<file path="config.mk">
export PLATFORM = sky130hd
export DESIGN_NAME = fetch_prefetch_unit
export DESIGN_NICKNAME = d
export VERILOG_FILES = /design/src/rtl/fetch_prefetch_unit.sv
export SDC_FILE = /design/constraint.sdc
export NUM_CORES = 1
export LEC_CHECK = 0
export CAP_MARGIN = 20
export CORE_UTILIZATION = 25
export DETAILED_ROUTE_END_ITERATION = 7
export PLACE_DENSITY = 0.43
export SYNTH_ARGS = -nofsm -noshare
export SYNTH_HDL_FRONTEND = slang
export SYNTH_SLANG_ARGS = --single-unit
</file>
<file path="constraint.sdc">
create_clock -name clk -period 9.12 [get_ports clk]
set_input_delay 0.912 -clock clk [delete_from_list [all_inputs] [get_ports clk]]
set_output_delay 0.912 -clock clk [all_outputs]
set_load 0.01 [all_outputs]
</file>
<file path="src/rtl/fetch_prefetch_unit.sv">
// ---------------------------------------------------------------------------
// fetch_prefetch_unit
//
// Instruction fetch stage with a prefetch queue and branch redirect. Keeps up
// to MAX_OUTSTANDING word reads in flight on a req/gnt memory port, buffers
// returned words in a DEPTH-entry FIFO and hands instructions to decode over
// a valid/ready handshake.
//
// Ports
//   clk, reset          clock, synchronous active-high reset
//   stall               1 = no new request issued, no queue pop
//   redirect_valid/pc   branch/exception redirect strobe and byte target
//   mem_req/mem_addr    read request and word-aligned address
//   mem_gnt             request accepted this cycle when mem_req=1
//   mem_rvalid/rdata    in-order read return, at least one cycle after gnt
//   instr_valid/ready   handshake towards decode
//   instr/instr_pc      instruction and its byte address
//
// Build option
//   FETCH_HALFWORD_EN   16-bit instruction mode: each queued word yields
//                       DATA_WIDTH/16 big-endian halfwords, instr_pc steps
//                       by 2, and a redirect keeps its halfword offset.
// ---------------------------------------------------------------------------
module fetch_prefetch_unit #(
    parameter int                    DATA_WIDTH      = 32,
    parameter int                    ADDR_WIDTH      = 32,
    parameter int                    DEPTH           = 4,
    parameter int                    MAX_OUTSTANDING = 2,
    parameter logic [ADDR_WIDTH-1:0] RESET_PC        = '0,
`ifdef FETCH_HALFWORD_EN
    localparam int                   IW              = 16
`else
    localparam int                   IW              = DATA_WIDTH
`endif
) (
    input  logic                  clk,
    input  logic                  reset,
    input  logic                  stall,
    input  logic                  redirect_valid,
    input  logic [ADDR_WIDTH-1:0] redirect_pc,
    output logic                  mem_req,
    output logic [ADDR_WIDTH-1:0] mem_addr,
    input  logic                  mem_gnt,
    input  logic                  mem_rvalid,
    input  logic [DATA_WIDTH-1:0] mem_rdata,
    output logic                  instr_valid,
    input  logic                  instr_ready,
    output logic [IW-1:0]         instr,
    output logic [ADDR_WIDTH-1:0] instr_pc
);

    localparam int BYTES = DATA_WIDTH / 8;
    localparam int OFF   = $clog2(BYTES);
    localparam int PW    = $clog2(DEPTH);
    localparam int CW    = $clog2(DEPTH + 1);

    localparam logic [ADDR_WIDTH-1:0] WORD_MASK = ~ADDR_WIDTH'(BYTES - 1);
`ifdef FETCH_HALFWORD_EN
    localparam int HPW = DATA_WIDTH / 16;
    localparam logic [ADDR_WIDTH-1:0] REDIR_MASK = ~ADDR_WIDTH'(1);
`else
    localparam logic [ADDR_WIDTH-1:0] REDIR_MASK = WORD_MASK;
`endif
    localparam logic [ADDR_WIDTH-1:0] WORD_STEP = ADDR_WIDTH'(BYTES);
    localparam logic [CW-1:0]         FULL_C    = CW'(DEPTH);
    localparam logic [CW:0]           OCC_LIM   = (CW + 1)'(DEPTH);
    localparam logic [CW-1:0]         MAXO_C    = CW'(MAX_OUTSTANDING);

    // Control state (reset)
    logic [ADDR_WIDTH-1:0] fetch_pc_q, fetch_pc_d;
    logic [ADDR_WIDTH-1:0] ret_pc_q,   ret_pc_d;    // pc of the next non-discarded return
    logic [CW-1:0]         count_q,    count_d;
    logic [CW-1:0]         inflight_q, inflight_d;
    logic [CW-1:0]         discard_q,  discard_d;
    logic [PW-1:0]         rd_ptr_q,   rd_ptr_d;
    logic [PW-1:0]         wr_ptr_q,   wr_ptr_d;

    // Queue storage (not reset; qualified by count_q)
    logic [DATA_WIDTH-1:0] q_word_q [DEPTH];
    logic [DATA_WIDTH-1:0] q_word_d [DEPTH];
    logic [ADDR_WIDTH-1:0] q_pc_q   [DEPTH];
    logic [ADDR_WIDTH-1:0] q_pc_d   [DEPTH];

    logic                  rvalid_eff, grant, push, pop, accept, hw_last, hw_step;
    logic [CW:0]           occ;
    logic [DATA_WIDTH-1:0] head_word;
    logic [ADDR_WIDTH-1:0] head_pc;
    logic [IW-1:0]         instr_sel;

    // Issue side: a free queue slot is reserved for every outstanding read
    // Returns arriving while nothing is outstanding (stale after reset) are ignored.
    assign rvalid_eff = mem_rvalid && (inflight_q != '0);
    assign occ        = {1'b0, count_q} + {1'b0, inflight_q};
    assign mem_req    = !reset && !stall && !redirect_valid &&
                        (inflight_q < MAXO_C) && (occ < OCC_LIM);
    assign mem_addr   = fetch_pc_q & WORD_MASK;
    assign grant      = mem_req && mem_gnt;

    // Output side: queue head
    assign head_word   = q_word_q[rd_ptr_q];
    assign head_pc     = q_pc_q[rd_ptr_q];
    assign instr_valid = (count_q != '0) && !stall;
    assign accept      = instr_valid && instr_ready;

`ifdef FETCH_HALFWORD_EN
    logic [OFF-2:0] hw_idx;
    assign hw_idx  = head_pc[OFF-1:1];
    assign hw_last = (hw_idx == {(OFF-1){1'b1}});

    // Halfword 0 (lowest address) sits in the most significant bits.
    always_comb begin
        instr_sel = '0;
        for (int k = 0; k < HPW; k++) begin
            if (hw_idx == (OFF-1)'(k)) begin
                instr_sel = head_word[DATA_WIDTH-1-16*k -: 16];
            end
        end
    end
`else
    assign hw_last   = 1'b1;
    assign instr_sel = head_word;
`endif

    assign instr    = (count_q != '0) ? instr_sel : '0;
    assign instr_pc = (count_q != '0) ? head_pc   : '0;

    assign push    = rvalid_eff && (discard_q == '0) && !redirect_valid;
    assign pop     = accept && hw_last && !redirect_valid;
    assign hw_step = accept && !hw_last && !redirect_valid;

    // Next-state
    always_comb begin
        fetch_pc_d = fetch_pc_q;
        ret_pc_d   = ret_pc_q;
        count_d    = count_q;
        inflight_d = inflight_q + CW'(grant) - CW'(rvalid_eff);
        discard_d  = discard_q;
        rd_ptr_d   = rd_ptr_q;
        wr_ptr_d   = wr_ptr_q;
        q_word_d   = q_word_q;
        q_pc_d     = q_pc_q;

        if (redirect_valid) begin
            // Everything still outstanding after this cycle's return is stale.
            count_d    = '0;
            rd_ptr_d   = '0;
            wr_ptr_d   = '0;
            discard_d  = inflight_q - CW'(rvalid_eff);
            fetch_pc_d = redirect_pc & REDIR_MASK;
            ret_pc_d   = redirect_pc & REDIR_MASK;
        end else begin
            if (grant) begin
                fetch_pc_d = (fetch_pc_q & WORD_MASK) + WORD_STEP;
            end
            if (rvalid_eff && (discard_q != '0)) begin
                discard_d = discard_q - CW'(1);
            end
            if (push) begin
                q_word_d[wr_ptr_q] = mem_rdata;
                q_pc_d[wr_ptr_q]   = ret_pc_q;
                wr_ptr_d           = wr_ptr_q + PW'(1);
                ret_pc_d           = (ret_pc_q & WORD_MASK) + WORD_STEP;
            end
            if (pop) begin
                rd_ptr_d = rd_ptr_q + PW'(1);
            end else if (hw_step) begin
                // Partially consumed word: advance its pc in place.
                q_pc_d[rd_ptr_q] = head_pc + ADDR_WIDTH'(2);
            end
            count_d = count_q + CW'(push) - CW'(pop);
        end
    end

    // Registers
    always_ff @(posedge clk) begin
        if (reset) begin
            fetch_pc_q <= RESET_PC & REDIR_MASK;
            ret_pc_q   <= RESET_PC & REDIR_MASK;
            count_q    <= '0;
            inflight_q <= '0;
            discard_q  <= '0;
            rd_ptr_q   <= '0;
            wr_ptr_q   <= '0;
        end else begin
            fetch_pc_q <= fetch_pc_d;
            ret_pc_q   <= ret_pc_d;
            count_q    <= count_d;
            inflight_q <= inflight_d;
            discard_q  <= discard_d;
            rd_ptr_q   <= rd_ptr_d;
            wr_ptr_q   <= wr_ptr_d;
        end
    end

    always_ff @(posedge clk) begin
        q_word_q <= q_word_d;
        q_pc_q   <= q_pc_d;
    end

    // The issue-side space check must make an overflowing push impossible.
    assert property (@(posedge clk) disable iff (reset) !(push && (count_q == FULL_C)));

endmodule
</file>
==> results.md, run 1 <==
* Hold Fails Final Rpt at 0
* R2r startpoint: discard_q[0]
* Type of origin of the critical path: flip-flop
* Power per Cell Area at 208 mW/mm2
* Reg2reg end: q_pc_q[103]
* Cell variety after synth at 53
* Mapped cell area at around 0.014 mm2
* Area contributors post-synth: edfxtp_1 (55%), dfxtp_1 (11%), mux4_2 (10%)
* CP Class: reg2out
* Endpoints failing setup at 0
* Post-synth top flop: edfxtp_1
* Clock sinks at 321
* DR pass1 iterations at 4
* WHS Path Cells at 1
* R2r worst-path depth at 7
* First DRT Iteration DRCs at 273
* Die footprint at 0.0552 mm2
* Final period util at between 40% and 50%
* Ant. Diodes at 0
* Synthesis-to-finish area growth at 26.8%
* Synth Register Bits at 321
* Root Buffer: clkbuf_16
* Clock Path Buffers at 3
* Most common cell in the netlist: edfxtp_1
* Grt total ovfl at 0
* DR vias at 7850
* Post-synth EDFFs at 248
* Crit path max fanout at 41
* Vias in the first global route at 8317
* CTS buffer count at 38
* Hold path endpoint: fetch_pc_q[31]
* Post-DP HPWL at 20200 um
* Nets at 1150
* Unrepaired setup endpoints after global routing: no
* Outcome: finished clean
* Total GRT Usage at 12.2%
* R2R Setup Slk at 5.97 ns
* Yosys warns at 0
* Routing usage on met2 at 20.1%
* Worst-Margin Slew at 1.05 ns
* Max-Cap Viols at 0
* Starting Density at 25.5%
* Num rows at 84
* Global routing's busiest layer: met2
* Sequential cell area fraction in the yosys report at between 60 and 70%
* Worst hold start: fetch_pc_q[31]
* Routed Antenna Nets at 0
* Min Tclk post-route at between 4 and 5 ns
* Mean Syn Cell Area at 15.2 um2
* Area share of the largest cell type after synthesis at roughly 55%
* Post_cts resized at 0
* WL per Instance at 18.8 um
* Met3 usage at 3.24%
* WP data required at 8.21 ns
* Setup bufs post-CTS at 0
* Worst VDD drop at between 0.1 and 0.15 mV
* Min-delay worst type: reg2reg
* Die height at 235 um
* Layout cells sized above 1 at 13.9%
* H-tree depth at 2
* CTS clk-pin slew, worst paths at approximately 0.06 ns
* Relative slew slack at 30.1%
* First-pass GRT wire length at 51500 um
* Syn Inst Count at 891
* Clock Skew at 0.0222 ns
* Drt total wl at around 33000 um
* Die X at around 230 um
* # IOs at 169
* Post-synth top cells: edfxtp_1 (248), dfxtp_1 (73), nor2b_1 (69), mux4_2 (62), inv_1 (51)
* Final TNS setup at 0 ns
* Placeable core area at around 0.053 mm2
* TritonCTS clock tree: done
* DR DRC count at 0
* Final core occ at approximately a third
* Slew Viols, Final at 0
* Avg Vias per Cell at 4.42
* Dpl ws at 4.93 ns
* IO Port Bufs at 162
* Initial antenna violation count at 0
* Final worst slack at 4.87 ns
* Worst skew pair latency at 0.56 ns
* Pin count of the biggest net entering global routing at 63
* Grt met1 use at 15.7%
* Peak Freq at 235 MHz
* Dominant cell type by area after synthesis: edfxtp_1
* Critical Path AT at 3.34 ns
* CTS Hold Buffers Added at 0
* Lkg Pwr at 5.45 nW
* Ys async rst share at 0%
* GP Congestion at 0.761
* Worst setup EP type: primary output
## cell families (layout without fill, tap and decap cells)
kind of cell               count (synthesis)  count (layout)  synth area share, %
DFF                                      321             321                 65.7
and+or+nand+nor                          233             233                 10.3
buffers and inverters                    100             296                 3.03
AOI/OAI and AO/OA                         97              97                 5.01
muxes                                     64              64                 10.4
xor gates and xnor gates                  56              56                 3.62
adders and majority gates                 19              19                 1.86
other                                      1               4               0.0277
## registers in the layout (all words and copies together), names as in the netlist
signal	count
count_q	3
ret_pc_q	30
fetch_pc_q	30
wr_ptr_q	2
discard_q	3
rd_ptr_q	2
q_pc_q	120
inflight_q	3
q_word_q	128
## power by group
part / internal, W / switching [W] / total, W
Sequential: 0.00165 / 0.0000519 / 0.00170
Clock: 0.000916 / 0.000615 / 0.00153
Combinational: 0.000171 / 0.000172 / 0.000342
## how the worst max path moves through the flow
stage / cells past startpoint / start / slack (ns) / to
6_report: 4 / rd_ptr_q[0] / 4.87 / instr_pc[2]
4_1_cts: 4 / rd_ptr_q[0] / 4.65 / instr_pc[2]
5_1_grt: 4 / rd_ptr_q[0] / 4.50 / instr_pc[2]
3_5_place_dp: 6 / mem_rvalid / 4.93 / q_pc_q[116]
3_3_place_gp: 6 / mem_rvalid / 4.93 / q_pc_q[116]
2_1_floorplan: 5 / mem_rvalid / 5.48 / q_pc_q[100]
## cells in the final DEF, fill, tap and decap left out, types with 3 or more instances in the layout
cell type,n
nor4_1,15
dfxtp_1,71
nor2_1,24
nor3_1,13
and4_1,11
a21oi_1,28
clkdlybuf4s50_1,161
a21boi_0,3
a311oi_1,4
nand4_1,13
buf_4,12
and3b_1,3
nand2_1,28
nor4_2,3
a21boi_1,41
and2_1,4
xnor2_1,50
and3_1,8
conb_1,4
ha_1,17
inv_1,51
or3_1,3
edfxtp_1,248
clkinv_1,10
and2_4,4
clkbuf_16,38
clkinv_2,7
o31a_1,3
nor3_2,5
xor2_1,6
bufinv_16,5
nor2b_1,69
clkbuf_1,4
mux4_2,62
a211oi_1,4
nand3_1,19
## layout make-up
class	instances	area, um2
multi-input cells	473	4270
repair buffers	174	1710
clock buffers	43	980
inverters	52	195
flip-flops and latches	321	8920
clock inverters	27	272
fillers	5229	35900
well taps	688	861
## per-stage QoR
stage / hold slack, ns / total power (W) / instance area, um2 / instances
CTS: 0.497 / 0.00365 / 17200 / 1778
global placement: 0.478 / 0.00208 / 15900 / 1708
global route: 0.538 / 0.00373 / 17200 / 1778
finish: 0.500 / 0.00358 / 17200 / 1778
floorplan: 0.469 / 0.00192 / 13600 / 894
detailed placement: 0.478 / 0.00208 / 15900 / 1708
## routing by layer
layer / vias up / share of wire, %
met5: - / 0
met4: 0 / 2.3
met3: 44 / 5.0
met2: 189 / 47
met1: 3929 / 45
li1: 3688 / -
## critical path, cell delays in order, from the launching register on
cell             delay [ns]
dfxtp_4                0.67
buf_4                  0.79
mux4_2                 0.59
nor2b_1                0.15
clkdlybuf4s50_1        0.58
(Power assumes the default switching activity.)
==> inputs of run 2 (changes only) <==
Clock period 9.12 ns to 4.3 ns, I/O delays scaled along.
==> run 2 against run 1 <==
- cell count up 0.39%
- flip-flop and latch count unchanged
- critical endpoint is now instr_pc[12]
- clock power up 110%
- critical path type unchanged
- non-clock buffer count up 5
- hold slack worse by 0.0057 ns
- largest cell class unchanged
- largest power group unchanged
- clock skew about the same
==> results.md, run 2 (synthesized netlist as in run 1, its figures left out) <==
* Worst VDD drop at 0.229 mV (+100%)
* Final TNS setup at 0 ns (unchanged)
* Worst skew pair latency at 0.55 ns (about the same)
* Ant. Diodes at 0 (unchanged)
* GP Congestion at 0.741 (-2.6%)
* First-pass GRT wire length at 51100 um (-0.84%)
* WL per Instance at 18.7 um (-0.28%)
* Num rows at 84 (unchanged)
* First DRT Iteration DRCs at 347 (+27%)
* CTS clk-pin slew, worst paths at 0.05 ns (about the same)
* Largest register FFs at 128 (unchanged)
* Crit path max fanout at 24 (-41%)
* Total GRT Usage at 12.2% (about the same)
* Vias in the first global route at 8184 (-1.6%)
* Die height at 235 um (unchanged)
* Reg with most FFs: q_word_q
* Synthesis-to-finish area growth at 27.9%
* Unrepaired setup endpoints after global routing: no
* Slowest cell on crit path: dfxtp_4
* Drt total wl at 33400 um (+0.11%)
* Final period util at 76.2%
* DR vias at 7788 (-0.79%)
* Fill cells at 5176 (-1.0%)
* Hold path endpoint: fetch_pc_q[31]
* Worst-Margin Slew at 0.873 ns (-0.175 ns)
* R2r worst-path depth at 13 (+6)
* CTS buffer count at 39 (+2.6%)
* Root Buffer: clkbuf_16
* Placed Area at 0.0161 mm2 (+0.86%)
* Clock sinks at 321 (unchanged)
* Layout cells sized above 1 at 14.1% (+0.28 points)
* Initial antenna violation count at 0 (unchanged)
* Critical Path Start: rd_ptr_q[0]
* DR pass1 iterations at 6 (+2)
* Grt total ovfl at 0 (unchanged)
* Pin count of the biggest net entering global routing at 64 (+1.6%)
* Most common cell after layout, fill and taps aside: edfxtp_1
* Starting Density at 25.5% (unchanged)
* Biggest regs: q_word_q (128), q_pc_q (120)
* Reg2reg end: count_q[2]
* Placeable core area at 0.0531 mm2 (unchanged)
* Type of origin of the critical path: flip-flop
* R2r startpoint: discard_q[0]
* Worst hold start: fetch_pc_q[31]
* Avg Vias per Cell at 4.36 (-1.2%)
* Critical Path AT at 2.85 ns (-0.49 ns)
* Power per Cell Area at 437 mW/mm2 (+110%)
* Post_cts resized at 0 (unchanged)
* IO Port Bufs at 162 (unchanged)
* Min-delay worst type: reg2reg
* Die X at 235 um (unchanged)
* Post-route insts no fill at 1785 (+0.39%)
* Relative slew slack at 41.6% (+11 points)
* Min Tclk post-route at 3.28 ns
* Post-DP HPWL at 21400 um (+5.6%)
* Slew Viols, Final at 0 (unchanged)
* Most frequent cells in the layout: edfxtp_1 (248), clkdlybuf4s50_1 (161), dfxtp_1 (71)
* CP Class: reg2out
* WHS Path Cells at 1 (unchanged)
* Routed Antenna Nets at 0 (unchanged)
* Outcome: finished clean
* Lkg Pwr at 5.51 nW (+1.1%)
* Endpoints failing setup at 0 (unchanged)
* Setup bufs post-CTS at 0 (unchanged)
* WP data required at 3.87 ns (-4.34 ns)
* Final core occ at 32.7% (+0.27 points)
* H-tree depth at 2 (unchanged)
* CP Cell Sequence: buf_4, mux4_2, nor2b_1, clkdlybuf4s50_1
* Hold Fails Final Rpt at 0 (unchanged)
* R2R Setup Slk at 1.30 ns (-4.67 ns)
* Worst setup EP type: primary output
* Cell area after layout at 0.0173 mm2 (+0.84%)
* Nets at 1156 (+0.52%)
* # IOs at 169 (unchanged)
* Power consumption at 0.00758 W (+110%)
* DR DRC count at 0 (unchanged)
* Peak Freq at 305 MHz
* TritonCTS clock tree: done
* Inst Count DP at 1713 (+0.29%)
* Clock Path Buffers at 3 (unchanged)
* Die footprint at 0.0552 mm2 (unchanged)
* CTS Hold Buffers Added at 0 (unchanged)
* CP peak stage delay at 0.71 ns (-0.08 ns)
* Max-Cap Viols at 0 (unchanged)
* Clock Skew at 0.0220 ns (-0.000189 ns)
==> run 2: cell types whose count changed in the layout (fill, tap and decap cells not counted), sizes merged <==
cell      before  now
clkinvlp       2    0
bufinv         5    4
buf           13   18
inv           54   53
clkbuf        43   49
==> run 2: report_power, final <==
| part | switching, W | internal (W) |
|---|---|---|
| logic | 0.000366 | 0.000372 |
| clock network | 0.00128 | 0.00195 |
| registers | 0.000110 | 0.00350 |
==> run 2: how the worst max path moves through the flow <==
stage / to / slack, ns / cells after the start
after detailed placement: count_q[2] / 0.83 / 12
final: instr_pc[12] / 1.02 / 4
after global placement: count_q[2] / 0.88 / 12
after global routing: instr[27] / 0.79 / 4
after floorplan: q_pc_q[100] / 1.04 / 7
after CTS: instr_pc[28] / 0.86 / 4
==> run 2: worst max-delay path, delay by kind of cell, from the launching register on <==
family / cells / cell delay, ns
buffers and inverters: 2 / 0.89
DFF: 1 / 0.71
muxes: 1 / 0.52
and+or+nand+nor: 1 / 0.15
==> run 2: layout make-up <==
type / count / area [um2] / area share [%]
flip-flops and latches: 321 / 8920 / 51.4
clock buffers: 49 / 1030 / 5.97
well taps: 688 / 861 / 4.96
inverters: 52 / 195 / 1.13
repair buffers: 179 / 1840 / 10.6
clock inverters: 23 / 224 / 1.29
multi-input cells: 473 / 4270 / 24.6
==> run 2: routing by layer <==
metal,vias up,part of all wire [%],global-route usage (%),wire length (um)
met5,-,0,0,0
met4,0,2.1,3.61,714
met3,47,4.2,2.82,1410
met1,3854,46,15.7,15300
li1,3714,-,-,-
met2,173,48,20.5,16000
==> run 2: metrics by stage <==
stage | hold WS [ns] | worst slack (ns)
final | 0.495 | 1.02
after global routing | 0.486 | 0.792
after CTS | 0.449 | 0.863
after detailed placement | 0.491 | 0.831
after global placement | 0.482 | 0.875
after floorplan | 0.469 | 1.04
